**config.mk**
```make
export PLATFORM = sky130hd
export DESIGN_NAME = decoder_rr_arbiter_flat
export DESIGN_NICKNAME = d
export VERILOG_FILES = /design/src/rtl/decoder_rr_arbiter_pkg.sv /design/src/rtl/decoder_rr_arbiter_if.sv /design/src/rtl/decoder_rr_arbiter_dec.sv /design/src/rtl/decoder_rr_arbiter.sv /design/src/flat_wrapper.sv
export SDC_FILE = /design/constraint.sdc
export NUM_CORES = 1
export LEC_CHECK = 0
export ABC_CLOCK_PERIOD_IN_PS = 4950
export BUFFER_PORTS_ARGS = -buffer_cell sky130_fd_sc_hd__buf_2
export CAP_MARGIN = 20
export CORE_MARGIN = 5
export CORE_UTILIZATION = 63
export DETAILED_ROUTE_END_ITERATION = 12
export PLACE_DENSITY = 0.84
export SYNTH_ARGS = -nofsm -noshare
export SYNTH_HDL_FRONTEND = slang
export SYNTH_HIERARCHICAL = 1
export SYNTH_SLANG_ARGS = --single-unit
```
**constraint.sdc**
```tcl
create_clock -name clk -period 4.95 [get_ports clk]
set_input_delay 0.7425 -clock clk [delete_from_list [all_inputs] [get_ports clk]]
set_output_delay 0.7425 -clock clk [all_outputs]
set_load 0.02 [all_outputs]
```
**src/rtl/decoder_rr_arbiter_pkg.sv**
```systemverilog
// Shared encodings and sizes for the round-robin decoder arbiter.
package decoder_rr_arbiter_pkg;

    localparam int NUM_REQ = 8;
    localparam int SEL_W   = 3;

    typedef enum logic [1:0] {
        IDLE  = 2'd0,
        GRANT = 2'd1,
        GAP   = 2'd2
    } arb_state_t;

endpackage

```
**src/rtl/decoder_rr_arbiter_if.sv**
```systemverilog
// Request/grant bundle between the requesters and the arbiter.
interface decoder_rr_arbiter_if;
    import decoder_rr_arbiter_pkg::*;

    logic [NUM_REQ-1:0] req;
    logic [SEL_W-1:0]   sel;
    logic               sel_en;
    logic [NUM_REQ-1:0] gnt;
    logic               busy;
    logic               timeout;

    modport master (
        output req,
        input  sel, sel_en, gnt, busy, timeout
    );

    modport slave (
        input  req,
        output sel, sel_en, gnt, busy, timeout
    );
endinterface

```
**src/rtl/decoder_rr_arbiter_dec.sv**
```systemverilog
// Existing 3-to-8 decoder: one-hot Out from A, all zeros when E is low.
module threeToEightDecoder (
    input  logic [2:0] A,
    input  logic       E,
    output logic [7:0] Out
);
    always_comb begin
        Out = 8'h00;
        if (E) Out = 8'h01 << A;
    end
endmodule

```
**src/rtl/decoder_rr_arbiter.sv**
```systemverilog
// Round-robin owner selection for a shared 3-to-8 decoder bank, with a
// bounded hold time and a one-cycle dead gap between consecutive owners.
module decoder_rr_arbiter
    import decoder_rr_arbiter_pkg::*;
#(
    parameter int MAX_HOLD = 15,
    parameter int CNT_W    = 4
) (
    input  logic                  clk,
    input  logic                  reset,
    decoder_rr_arbiter_if.slave   bus
);

    // Returns {found, index}: first set request at or after ptr, wrapping 7->0.
    function automatic logic [SEL_W:0] rr_pick(input logic [NUM_REQ-1:0] r,
                                               input logic [SEL_W-1:0]   p);
        logic [SEL_W-1:0] idx;
        logic [SEL_W:0]   res;
        res = '0;
        for (int i = NUM_REQ - 1; i >= 0; i--) begin
            idx = p + SEL_W'(i);
            if (r[idx]) res = {1'b1, idx};
        end
        return res;
    endfunction

    arb_state_t         state;
    logic [SEL_W-1:0]   ptr;
    logic [SEL_W-1:0]   sel;
    logic               sel_en;
    logic               busy;
    logic               timeout;
    logic [CNT_W-1:0]   hold_cnt;
    logic [SEL_W:0]     pick;
    logic               owner_req;
    logic               hold_max;
    logic [NUM_REQ-1:0] gnt_dec;

    always_comb begin
        pick      = rr_pick(bus.req, ptr);
        owner_req = bus.req[sel];
        hold_max  = (hold_cnt == CNT_W'(MAX_HOLD));
    end

    always_ff @(posedge clk or posedge reset) begin
        if (reset) begin
            state    <= IDLE;
            ptr      <= '0;
            sel      <= '0;
            sel_en   <= 1'b0;
            busy     <= 1'b0;
            timeout  <= 1'b0;
            hold_cnt <= '0;
        end else begin
            timeout <= 1'b0;
            case (state)
                IDLE, GAP: begin
                    if (pick[SEL_W]) begin
                        state    <= GRANT;
                        sel      <= pick[SEL_W-1:0];
                        sel_en   <= 1'b1;
                        busy     <= 1'b1;
                        hold_cnt <= CNT_W'(1);
                    end else begin
                        state    <= IDLE;
                        sel_en   <= 1'b0;
                        busy     <= 1'b0;
                        hold_cnt <= '0;
                    end
                end
                GRANT: begin
                    if (!owner_req || hold_max) begin
                        // Only a forced release (owner still requesting) flags timeout.
                        state    <= GAP;
                        sel_en   <= 1'b0;
                        busy     <= 1'b0;
                        ptr      <= sel + SEL_W'(1);
                        timeout  <= owner_req;
                        hold_cnt <= '0;
                    end else begin
                        hold_cnt <= hold_cnt + CNT_W'(1);
                    end
                end
                default: begin
                    state    <= IDLE;
                    sel_en   <= 1'b0;
                    busy     <= 1'b0;
                    hold_cnt <= '0;
                end
            endcase
        end
    end

    threeToEightDecoder u_dec (
        .A   (sel),
        .E   (sel_en),
        .Out (gnt_dec)
    );

    assign bus.sel     = sel;
    assign bus.sel_en  = sel_en;
    assign bus.gnt     = gnt_dec;
    assign bus.busy    = busy;
    assign bus.timeout = timeout;

endmodule

```
**src/flat_wrapper.sv**
```systemverilog
// flat-port wrapper written by rule: the top's interface ports become plain ports
module decoder_rr_arbiter_flat import decoder_rr_arbiter_pkg::*;
#(
    parameter int MAX_HOLD = 15,
    parameter int CNT_W    = 4
)
  (clk, reset, bus_req, bus_sel, bus_sel_en, bus_gnt, bus_busy, bus_timeout);
  decoder_rr_arbiter_if bus_i ();
  input  logic clk;
  input  logic reset;
  input wire logic [$bits(bus_i.req)-1:0] bus_req;
  output wire logic [$bits(bus_i.sel)-1:0] bus_sel;
  output wire logic [$bits(bus_i.sel_en)-1:0] bus_sel_en;
  output wire logic [$bits(bus_i.gnt)-1:0] bus_gnt;
  output wire logic [$bits(bus_i.busy)-1:0] bus_busy;
  output wire logic [$bits(bus_i.timeout)-1:0] bus_timeout;
  assign bus_i.req = bus_req;
  assign bus_sel = bus_i.sel;
  assign bus_sel_en = bus_i.sel_en;
  assign bus_gnt = bus_i.gnt;
  assign bus_busy = bus_i.busy;
  assign bus_timeout = bus_i.timeout;
  decoder_rr_arbiter #(.MAX_HOLD(MAX_HOLD), .CNT_W(CNT_W)) u_core (.clk(clk), .reset(reset), .bus(bus_i));
endmodule
```
==> metrics.md, run 1 <==
| Metric | Value |
|---|---|
| Outcome | completed |
| I/O Buffers | 23 |
| DRC marker count from the first detailed-route iteration | 100 |
| Maximum vdd drop | 0.000727 V |
| Area of the core | roughly 0.0028 sq mm |
| Slew Viols, Final | 0 |
| Rows | 19 |
| Via count | roughly 1,700 |
| Mapped Nets | 215 |
| F_max | roughly 0.30 GHz |
| Ports | 24 |
| Worst Max-Slew Pin Slew | 0.748 ns |
| CTS Sinks | 14 |
| Post-route cell area | 0.00197 sq mm |
| First-pass GRT wire length | between 7000 and 8000 microns |
| Cell area after synthesis | approximately 0.0019 sq mm |
| GR Overflow Total | 0 |
| Chip width | between 60 and 70 microns |
| Root Buffer | clkbuf_4 |
| CTS Buf Count | 3 |
| CP max FO | 30 |
| Fin crit share | between 60% and 70% |
| Setup Crit Path Kind | flip-flop to flip-flop |
| DRT antenna net count | 0 |
| ANT cells | 0 |
| Largest net degree at the start of global routing | 31 |
| Area grow syn2layout | 6.12% |
| Htree depth | 1 |
| EDFF count, synth | 0 |
| Worst hold slack | 0.471 ns |
| GPL Wtd Cong | about 0.9 |
| Worst slew margin | between 50% and 60% |
| GRT Total Usage | about a quarter |
| Worst-Skew Late Latency | 0.28 ns |
| Layout cells sized above 1 | roughly 28% |
| Post-CTS Resized | 0 |
| Clock buffer depth | 2 |
| Hold buffer count at cts | 0 |
| Setup tns final | 0 ns |
| Distinct cells, synth | between 60 and 70 |
| RSZ-0062 raised after global routing | false |
| Via/cell ratio | 7.06 |
| Final worst slack | 1.64 ns |
| Warnings from Yosys | 6 |
| Async SR Flop Fraction | 100% |
| Total Wirelength | ~4700 microns |
| Gate Count Post-Synth | 201 |
| Die H | 64.3 microns |
| Tmin final | approximately 3.3 ns |
| Final setup violation count | 0 |
| Max Cap Viol | 0 |
| Sequential area share after synthesis | 18.8% |
| Power Density | 785 mW/mm^2 |
| Avg WL per Cell | roughly 19 microns |
| # Post-CTS Setup Buffers | 0 |
| Critical Path Source Type | flip-flop |
| Worst Skew | a little over 0.007 ns |
| Multi-input logic area | roughly 0.0014 sq mm |
| HPWL Detailed | approximately 3300 microns |
| Worst Hold Class | primary input to async pin |
| Drt pass-1 iters | 5 |
| # DRC | 0 |
| Pre-CTS worst setup slack | between 1.5 and 2 ns |
| Final layout net count | approximately 230 |
| Synth Flop Type | dfrtp_1 |
| Die Area | 0.00414 sq mm |
| Starting density of the core | 66.8% |
| Pwr Total | roughly 0.0015 W |
| Worst Path Arrival | around 3.5 ns |
| Crit path required time | a little over 5 ns |
| Filler cells | 212 |
| FF+latch area | around 350 sq um |
| Mean Syn Cell Area | ~9.3 sq um |
| Yosys reg bits | 14 |
| Initial antenna violation count | 0 |
| Worst setup EP type | flip-flop |
| CTS tree | built |
| LEAKAGE | approximately 0.87 nW |
| DP Area | slightly below 0.002 sq mm |
| Final hold vios | 0 |
| Vias in the first global route | 1,586 |
| Clk slew on worst S/H paths | approximately 0.08 ns |
-- kinds of logic after synthesis --
family / synth area share [%]
adder cells (fa/ha/maj): 2.69
flip-flops: 18.8
buffers and inverters: 6.39
AND/OR/NAND/NOR: 25.4
AO/OA/AOI/OAI: 12.9
XOR/XNOR: 3.23
multiplexers: 30.6
-- cells in the final DEF (no fill, tap or decap), types with 2 or more instances in the layout --
| cell type | count |
|---|---|
| and4b_2 | 2 |
| a311oi_1 | 2 |
| mux4_2 | 9 |
| nand4_1 | 5 |
| ha_1 | 4 |
| nand3b_1 | 2 |
| nor4_1 | 2 |
| and2_1 | 2 |
| a21oi_1 | 2 |
| xor2_1 | 3 |
| buf_4 | 3 |
| o21ai_0 | 4 |
| inv_1 | 8 |
| and4bb_1 | 2 |
| a21o_1 | 2 |
| dfrtp_1 | 14 |
| nand3_1 | 9 |
| nor2_1 | 12 |
| nand2_1 | 15 |
| nor3b_1 | 4 |
| o21ai_1 | 2 |
| mux4_1 | 3 |
| a31oi_1 | 4 |
| and3_1 | 3 |
| mux2i_1 | 17 |
| nand2b_1 | 5 |
| xnor2_1 | 2 |
| nor3_1 | 4 |
| clkbuf_4 | 3 |
| buf_2 | 23 |
| mux2_2 | 9 |
| nor2b_1 | 3 |
-- final timing paths --
path	from	end	slack (ns)	cells after the start
min reg2reg	u_core/hold_cnt[0]$_DFF_PP0_	u_core/hold_cnt[0]$_DFF_PP0_	0.49	1
max	u_core/ptr[0]$_DFFE_PP0P_	u_core/bus.sel[2]$_DFFE_PP0P_	1.64	9
max in group asynchronous	reset	u_core/ptr[0]$_DFFE_PP0P_	4.13	2
min	reset	u_core/hold_cnt[3]$_DFF_PP0_	0.47	2
min in group clk	u_core/hold_cnt[0]$_DFF_PP0_	u_core/hold_cnt[0]$_DFF_PP0_	0.49	1
max reg2reg	u_core/ptr[0]$_DFFE_PP0P_	u_core/bus.sel[2]$_DFFE_PP0P_	1.64	9
-- metrics by stage --
stage / utilization [%] / cells
final: 70.9 / 243
after global routing: 70.9 / 243
after CTS: 70.9 / 243
after detailed placement: 70.1 / 240
after global placement: 70.1 / 240
after floorplan: - / 201
-- synthesized netlist by cell type (all sizes together) (2+ instances only) --
master	number	area (sq um)
nand2b	5	31.3
o21ai	6	30.0
xor2	3	26.3
nor3b	5	42.5
xnor2	3	33.8
a21o	2	15.0
a21oi	2	10.0
nor2b	3	18.8
nor4	2	12.5
nand3	9	45.0
mux2	10	116
buf	7	43.8
a311oi	2	17.5
inv	9	33.8
ha	4	50.1
nor3	4	20.0
nand4	5	31.3
mux4	12	282
dfrtp	14	350
a31oi	5	37.5
and3	3	18.8
clkbuf	11	41.3
and2	2	12.5
nand2	15	56.3
mux2i	17	170
nor2	12	45.0
nand3b	2	15.0
and4bb	3	37.5
and4b	3	32.5
-- worst max-delay path, cell delays in order (launching register included) --
cell and delay, ns:
dfrtp_1 0.34, buf_4 0.32, inv_2 0.13, ha_1 0.80, mux4_2 0.66, or2_2 0.30
a211oi_1 0.21, a311o_1 0.17, a31o_1 0.15, a31oi_1 0.08
-- flip-flops by register name, summed over array words and instances (netlist names) --
register / count
u_core/hold_cnt: 4
u_core/bus.sel: 3
u_core/ptr: 3
u_core/state: 2
u_core/bus.busy: 1
u_core/bus.timeout: 1
-- final cells by class --
cell class | instances | share of cell area, %
Sequential cell | 14 | 17.8
Inverter | 9 | 1.71
Multi-Input combinational cell | 160 | 70.5
Tap cell | 31 | 1.97
Clock buffer | 3 | 1.14
Timing Repair Buffer | 26 | 6.98
-- report_power, final --
part	leakage, nW	internal [W]	switching, W	total [W]
registers	0.175	0.000162	0.0000715	0.000233
clock network	0.0138	0.0000283	0.0000347	0.0000629
logic	0.685	0.000562	0.000690	0.00125
total	0.874	0.000752	0.000796	0.00155
-- layer usage --
layer	GRT usage, %	vias up	share of wire (%)	routed length, microns
met2	37.3	74	50	2320
li1	-	792	-	-
met3	3.68	7	6.6	310
met5	0	-	0	0
met4	7.89	0	1.3	62
met1	32.6	843	42	1980
(Power assumes the default switching activity.)
==> run 2, diff against run 1 <==
--- a/config.mk
+++ b/config.mk
@@ -5,13 +5,13 @@
 export SDC_FILE = /design/constraint.sdc
 export NUM_CORES = 1
 export LEC_CHECK = 0
-export ABC_CLOCK_PERIOD_IN_PS = 4950
+export ABC_CLOCK_PERIOD_IN_PS = 3000
 export BUFFER_PORTS_ARGS = -buffer_cell sky130_fd_sc_hd__buf_2
 export CAP_MARGIN = 20
 export CORE_MARGIN = 5
-export CORE_UTILIZATION = 63
+export CORE_UTILIZATION = 53
 export DETAILED_ROUTE_END_ITERATION = 12
-export PLACE_DENSITY = 0.84
+export PLACE_DENSITY = 0.75
 export SYNTH_ARGS = -nofsm -noshare
 export SYNTH_HDL_FRONTEND = slang
 export SYNTH_HIERARCHICAL = 1
==> constraint.sdc (replaced) <==
create_clock -name clk -period 3 [get_ports clk]
set_input_delay 0.45 -clock clk [delete_from_list [all_inputs] [get_ports clk]]
set_output_delay 0.45 -clock clk [all_outputs]
set_load 0.02 [all_outputs]
==> run 2 against run 1 <==
Compared with the run above:
- wire length is 4.2% lower
- flip-flop and latch count unchanged
- design area is 2.5% higher
- clock power rose by 62%
- setup slack worse by 1.2 ns
- first-iteration DRC count is 10% higher
- power rose by 66%
- critical endpoint is now u_core/bus.sel[0]$_DFFE_PP0P_
==> metrics.md, run 2 (same netlist as run 1, synthesis figures left out) <==
| Metric | Value |
|---|---|
| Setup Crit Path Kind | flip-flop to flip-flop (unchanged) |
| Reg with most FFs | u_core/hold_cnt (unchanged) |
| Worst setup EP type | flip-flop (unchanged) |
| I/O Buffers | 23 (unchanged) |
| Maximum vdd drop | 0.000594 V (was 0.000727 V) |
| CTS Sinks | 14 (unchanged) |
| Placed cell count | 259 (was 240) |
| CP max FO | 7 (was 30) |
| Chip width | 69.2 microns (was 64.3 microns) |
| Die Area | 0.00479 sq mm (was 0.00414 sq mm) |
| Clock power frac | 4.0% (was 4.1%) |
| HPWL Detailed | 3390 microns (was 3310 microns) |
| Initial antenna violation count | 0 (unchanged) |
| Clock buffer depth | 2 (unchanged) |
| Fin crit share | 86.0% (was 66.9%) |
| Post-CTS Resized | 0 (unchanged) |
| Critical Path Source Type | flip-flop (unchanged) |
| CTS tree | built (unchanged) |
| ANT cells | 0 (unchanged) |
| Die H | 69.2 microns (was 64.3 microns) |
| Starting density of the core | 55.3% (was 66.8%) |
| Largest register FFs | 4 (unchanged) |
| Sequential share of power | 15.5% (was 15.1%) |
| Slew Viols, Final | 0 (unchanged) |
| Htree depth | 1 (unchanged) |
| RSZ-0062 raised after global routing | false (unchanged) |
| First-pass GRT wire length | 7390 microns (was 7850 microns) |
| Final cell count without fillers | 262 (was 243) |
| Worst Skew | 0.00352 ns (was 0.00722 ns) |
| Rows | 21 (was 19) |
| Final hold vios | 0 (unchanged) |
| Cell internal pwr | 0.00128 W (was 0.000752 W) |
| Power Density | 1270 mW/mm^2 (was 785 mW/mm^2) |
| Worst Hold Class | primary input to async pin (unchanged) |
| DRT antenna net count | 0 (unchanged) |
| Worst-Skew Late Latency | 0.27 ns (was 0.28 ns) |
| Comb power frac | 80.6% (was 80.9%) |
| Ports | 24 (unchanged) |
| Root Buffer | clkbuf_4 (unchanged) |
| F_max | 0.388 GHz (was 0.302 GHz) |
| Most frequent cells in the layout | 23 x buf_2, 17 x mux2i_1, 15 x nand2_1 (unchanged) |
| GR Overflow Total | 0 (unchanged) |
| GPL Wtd Cong | 0.888 (was 0.924) |
| Final layout net count | 232 (was 228) |
| Switch Pwr | 0.00129 W (was 0.000796 W) |
| Tmin final | 2.58 ns (was 3.31 ns) |
| # Post-CTS Setup Buffers | 0 (unchanged) |
| Hold buffer count at cts | 0 (unchanged) |
| CTS Buf Count | 3 (unchanged) |
| Setup tns final | 0 ns (unchanged) |
| Top Registers | u_core/hold_cnt x4, u_core/bus.sel x3, u_core/ptr x3 (unchanged) |
| # DRC | 0 (unchanged) |
| Final setup violation count | 0 (unchanged) |
| Layout cells sized above 1 | 29.2% (was 27.8%) |
| Drt pass-1 iters | 4 (was 5) |
| Avg WL per Cell | 17.1 microns (was 19.2 microns) |
| Via count | 1,688 (was 1,716) |
| Crit path required time | 3.14 ns (was 5.09 ns) |
| Max Cap Viol | 0 (unchanged) |
| Vias in the first global route | 1,461 (was 1,586) |
| Filler cells | 310 (was 212) |
| Worst slew margin | 61.2% (was 50.1%) |
| Worst Path Arrival | 2.72 ns (was 3.45 ns) |
| Outcome | completed (unchanged) |
| Area of the core | 0.00336 sq mm (was 0.00278 sq mm) |
| GRT Total Usage | 18.8% (was 23.5%) |
| Worst Max-Slew Pin Slew | 0.565 ns (was 0.748 ns) |
| Clk slew on worst S/H paths | 0.08 ns (about the same) |
| Total Wirelength | 4470 microns (was 4670 microns) |
| Via/cell ratio | 6.44 (was 7.06) |
| DRC marker count from the first detailed-route iteration | 110 (was 100) |
| Largest net degree at the start of global routing | 21 (was 31) |
| Sw frac | 50.2% (was 51.4%) |
| Most common cell after layout, fill and taps aside | buf_2 (unchanged) |
| LEAKAGE | 0.894 nW (was 0.874 nW) |
| Area grow syn2layout | 8.75% (was 6.12%) |
-- run 2: area by class of cell --
type                       count  area, sq um  area share, %
sequential                    14          350           17.3
clock buffer                   3         22.5           1.11
timing repair buffer          30          168           8.29
multi-input combinational    160         1390           68.7
inverter                       9         33.8           1.67
tap                           46         57.6           2.85
-- run 2: worst max-delay path: stages (launching register included) --
cell and delay (ns):
dfrtp_1 0.42, ha_1 0.28, xnor2_2 0.42, mux2_2 0.39, nor4_1 0.44, o21ai_0 0.22
a21oi_1 0.16, o221ai_1 0.12
-- run 2: power groups by stage --
stage          clock network [W]  registers [W]  logic, W
6_report                0.000102       0.000398   0.00207
5_1_grt                 0.000117       0.000419   0.00227
4_1_cts                 0.000104       0.000398   0.00206
3_5_place_dp                   0       0.000403   0.00206
3_3_place_gp                   0       0.000398   0.00203
2_1_floorplan                  0       0.000403   0.00163
-- run 2: worst paths after layout --
kind | start | end | slack (ns) | cells past startpoint
worst max register to register | u_core/ptr[0]$_DFFE_PP0P_ | u_core/bus.sel[0]$_DFFE_PP0P_ | 0.42 | 7
max in group asynchronous | reset | u_core/state[1]$_DFFE_PP0P_ | 2.46 | 2
worst min register to register | u_core/hold_cnt[0]$_DFF_PP0_ | u_core/hold_cnt[0]$_DFF_PP0_ | 0.50 | 1
worst min-delay path | reset | u_core/bus.timeout$_DFF_PP0_ | 0.19 | 2
min in group clk | u_core/hold_cnt[0]$_DFF_PP0_ | u_core/hold_cnt[0]$_DFF_PP0_ | 0.50 | 1
worst max-delay path | u_core/ptr[0]$_DFFE_PP0P_ | u_core/bus.sel[0]$_DFFE_PP0P_ | 0.42 | 7
-- run 2: metal layers --
layer  GRT usage (%)  wire (microns)  up-vias
met4            3.25              21        0
met1            27.3            1980      797
met3            4.20             370        2
met5               0               0        -
met2            28.8            2100       83
li1                -               -      806
-- run 2: per-stage QoR --
stage / setup WS, ns / hold WS, ns / utilization (%) / cell area, sq um / total power [W]
global route: 0.205 / 0.241 / 60.1 / 2020 / 0.00280
global placement: 0.441 / 0.475 / 59.4 / 2000 / 0.00243
floorplan: 0.162 / 0.339 / - / 1860 / 0.00203
finish: 0.421 / 0.193 / 60.1 / 2020 / 0.00257
CTS: 0.419 / 0.212 / 60.1 / 2020 / 0.00256
detailed placement: 0.439 / 0.486 / 59.4 / 2000 / 0.00246
==> run 3, diff against run 2 <==
--- a/config.mk
+++ b/config.mk
@@ -14,5 +14,4 @@
 export PLACE_DENSITY = 0.75
 export SYNTH_ARGS = -nofsm -noshare
 export SYNTH_HDL_FRONTEND = slang
-export SYNTH_HIERARCHICAL = 1
 export SYNTH_SLANG_ARGS = --single-unit
==> run 3 against run 2 <==
Compared with the run above:
- clock power grew 35%
- clock skew down 0.00099 ns
- die area shrank 5.1%
- global-route usage increased by 1.5 points
- design area decreased by 4.9%
- hold slack worse by 0.0026 ns
==> metrics.md, run 3 <==
| Metric | Value |
|---|---|
| Hold buffer count at cts | 0 (unchanged) |
| Final worst slack | 0.224 ns (was 0.421 ns) |
| Reg with most FFs | u_core.hold_cnt (was u_core/hold_cnt) |
| Area of the core | 0.00310 sq mm (was 0.00336 sq mm) |
| DP Area | 0.00189 sq mm (was 0.00200 sq mm) |
| LEAKAGE | 0.909 nW (was 0.894 nW) |
| Clk slew on worst S/H paths | 0.08 ns (about the same) |
| Chip width | 67.5 microns (was 69.2 microns) |
| Worst Skew | 0.00253 ns (was 0.00352 ns) |
| Vias in the first global route | 1,481 (was 1,461) |
| Rows | 20 (was 21) |
| Critical Path Source Type | flip-flop (unchanged) |
| DRC marker count from the first detailed-route iteration | 111 (was 110) |
| GR Overflow Total | 0 (unchanged) |
| DRT antenna net count | 0 (unchanged) |
| Initial antenna violation count | 0 (unchanged) |
| Top Registers | u_core.hold_cnt x4, u_core.bus.sel x3, u_core.ptr x3 (was u_core/hold_cnt x4, u_core/bus.sel x3, u_core/ptr x3) |
| Avg WL per Cell | 16.8 microns (was 17.1 microns) |
| Area grow syn2layout | 9.94% (was 8.75%) |
| Post-synth top area share | 20.0% (was 18.8%) |
| Tmin final | 2.78 ns (was 2.58 ns) |
| Clock buffer depth | 2 (unchanged) |
| Synth Flop Type | dfrtp_1 (unchanged) |
| CTS Sinks | 14 (unchanged) |
| Buffers plus inverters on the worst setup path | 1 (was 0) |
| HPWL Detailed | 3180 microns (was 3390 microns) |
| CTS tree | built (unchanged) |
| Worst slew margin | 44.1% (was 61.2%) |
| Worst setup EP type | flip-flop (unchanged) |
| Post-route cell area | 0.00192 sq mm (was 0.00202 sq mm) |
| Setup Crit Path Kind | flip-flop to flip-flop (unchanged) |
| Slowest cell on the critical path | mux4_2 (was nor4_1) |
| Slew Viols, Final | 0 (unchanged) |
| Root Buffer | clkbuf_4 (unchanged) |
| Final hold vios | 0 (unchanged) |
| EDFF count, synth | 0 (unchanged) |
| Setup tns final | 0 ns (unchanged) |
| GRT Total Usage | 20.3% (was 18.8%) |
| Outcome | completed (unchanged) |
| Placed cell count | 245 (was 259) |
| Most common cell after layout, fill and taps aside | buf_2 (unchanged) |
| Final cell count without fillers | 249 (was 262) |
| Die H | 67.5 microns (was 69.2 microns) |
| Final layout net count | 225 (was 232) |
| Worst-Skew Late Latency | 0.29 ns (was 0.27 ns) |
| F_max | 0.360 GHz (was 0.388 GHz) |
| Crit path required time | 3.16 ns (was 3.14 ns) |
| Maximum vdd drop | 0.000815 V (was 0.000594 V) |
| Ports | 24 (unchanged) |
| CTS Buf Count | 3 (unchanged) |
| I/O Buffers | 23 (unchanged) |
| RSZ-0062 raised after global routing | false (unchanged) |
| Yosys reg bits | 14 (unchanged) |
| FF+latch area | 350 sq um (unchanged) |
| Worst Hold Class | primary input to async pin (unchanged) |
| Top delay family on crit path | compound AO/OA/AOI/OAI gates (unchanged) |
| Fin crit share | 92.5% (was 86.0%) |
| Worst Max-Slew Pin Slew | 0.838 ns (was 0.565 ns) |
| Mean Syn Cell Area | 9.46 sq um (was 9.25 sq um) |
| Drt pass-1 iters | 6 (was 4) |
| CP max FO | 5 (was 7) |
| Gate Count Post-Synth | 185 (was 201) |
| Sequential area share after synthesis | 20.0% (was 18.8%) |
| Max Cap Viol | 0 (unchanged) |
| Distinct cells, synth | 44 (was 61) |
| Worst path cell trace | clkinv_1 -> ha_1 -> mux4_2 -> and2_1 -> a2111oi_0 -> a31oi_1 -> a2111oi_0 -> o41ai_1 (was ha_1 -> xnor2_2 -> mux2_2 -> nor4_1 -> o21ai_0 -> a21oi_1 -> o221ai_1) |
| # Post-CTS Setup Buffers | 0 (unchanged) |
| Final setup violation count | 0 (unchanged) |
| Most frequent cells in the layout | 23 x buf_2, 17 x nand2_1, 17 x mux2i_1 (was 23 x buf_2, 17 x mux2i_1, 15 x nand2_1) |
| Yosys top cell by area | dfrtp_1 (unchanged) |
| Via/cell ratio | 6.34 (was 6.44) |
| First-pass GRT wire length | 6990 microns (was 7390 microns) |
| Async SR Flop Fraction | 100% (unchanged) |
| Via count | 1,579 (was 1,688) |
| Largest register FFs | 4 (unchanged) |
| Worst Path Arrival | 2.94 ns (was 2.72 ns) |
| Mapped Nets | 204 (was 215) |
| Top cell by count, worst path | a2111oi_0 |
| ANT cells | 0 (unchanged) |
| Starting density of the core | 56.4% (was 55.3%) |
| Die Area | 0.00455 sq mm (was 0.00479 sq mm) |
| # DRC | 0 (unchanged) |
| Cell area after synthesis | 0.00175 sq mm (was 0.00186 sq mm) |
| Post-CTS Resized | 0 (unchanged) |
| Total Wirelength | 4180 microns (was 4470 microns) |
| Htree depth | 1 (unchanged) |
| Filler cells | 280 (was 310) |
| Pre-CTS worst setup slack | 0.296 ns (was 0.439 ns) |
| Largest net degree at the start of global routing | 21 (unchanged) |
| Most frequent cells after synthesis | 17 x mux2i_1, 17 x nand2_1, 14 x dfrtp_1 (was 17 x mux2i_1, 15 x nand2_1, 14 x dfrtp_1) |
| Crit-path max cell delay | 0.58 ns (was 0.44 ns) |
| GPL Wtd Cong | 0.918 (was 0.888) |
| Pwr Total | 0.00255 W (was 0.00257 W) |
| Multi-input logic area | 0.00127 sq mm (was 0.00139 sq mm) |
| Power Density | 1320 mW/mm^2 (was 1270 mW/mm^2) |
| Synth area leaders | dfrtp_1 20%, mux4_2 15%, mux2i_1 9.7%, ha_1 6.4%, mux4_1 4.5% (was dfrtp_1 19%, mux4_2 11%, mux2i_1 9.2%, mux2_2 5.5%, mux4_1 4.2%) |
| Layout cells sized above 1 | 23.9% (was 29.2%) |
| Warnings from Yosys | 0 (was 6) |
## run 3: changes by cell type after synthesis, sizes merged, moves of 4 or more
| cell | change |
|---|---|
| and2 | +6 |
| a21oi | +5 |
| mux2 | -7 |
| nor3b | -5 |
| nand4 | -5 |
| clkbuf | -8 |
| nand2b | -4 |
| ha | +5 |
| a2111oi | +4 |
## run 3: power by group
part / switching, W / internal [W] / total, W
clock: 0.0000641 / 0.0000740 / 0.000138
sequential: 0.000147 / 0.000268 / 0.000415
combinational: 0.00108 / 0.000918 / 0.00199
## run 3: area by class of cell
type / instances / area share, %
multi-input cells: 145 / 66.2
flip-flops and latches: 14 / 18.2
repair buffers: 29 / 8.33
well taps: 44 / 2.86
inverters: 13 / 2.54
clock buffers: 4 / 1.89
## run 3: worst register-to-register path: cells and delay by family, from the launching register on
kind / cells / cell delay (ns)
AOI/OAI and AO/OA: 4 / 1.07
adders and majority gates: 1 / 0.36
buffers and inverters: 1 / 0.08
DFF: 1 / 0.36
muxes: 1 / 0.58
and+or+nand+nor: 1 / 0.20
## run 3: worst paths after layout
kind / from / endpoint / cells past startpoint / slack (ns)
worst max-delay path: u_core.ptr[1]$_DFFE_PP0P_ / u_core.bus.sel[1]$_DFFE_PP0N_ / 8 / 0.22
worst min-delay path: reset / u_core.ptr[0]$_DFFE_PP0P_ / 2 / 0.19
worst max register to register: u_core.ptr[1]$_DFFE_PP0P_ / u_core.bus.sel[1]$_DFFE_PP0N_ / 8 / 0.22
worst min register to register: u_core.state[1]$_DFFE_PP0P_ / u_core.bus.timeout$_DFF_PP0_ / 3 / 0.53
max in group asynchronous: reset / u_core.state[1]$_DFFE_PP0P_ / 2 / 2.45
min in group clk: u_core.state[1]$_DFFE_PP0P_ / u_core.bus.timeout$_DFF_PP0_ / 3 / 0.53
## run 3: cells by family after synthesis
logic type	count (synthesis)	share of synthesized area [%]
simple gates	58	16.4
mux	36	32.9
compound gates	35	13.5
buf+inv	26	7.22
flops	14	20.0
fa+ha+maj	9	6.44
xor+xnor	7	3.51
## run 3: per-layer routing
| layer | vias to the layer above | part of all wire (%) | GRT usage, % |
|---|---|---|---|
| li1 | 732 | - | - |
| met1 | 773 | 43 | 27.8 |
| met2 | 66 | 49 | 33.3 |
| met3 | 8 | 6.4 | 3.00 |
| met4 | 0 | 1.0 | 6.08 |
| met5 | - | 0 | 0 |
## run 3: metrics by stage
stage / util [%] / hold WS, ns
after detailed placement: 60.8 / 0.523
after floorplan: - / 0.339
after global routing: 62.0 / 0.258
after CTS: 62.0 / 0.205
final: 62.0 / 0.190
after global placement: 60.8 / 0.506
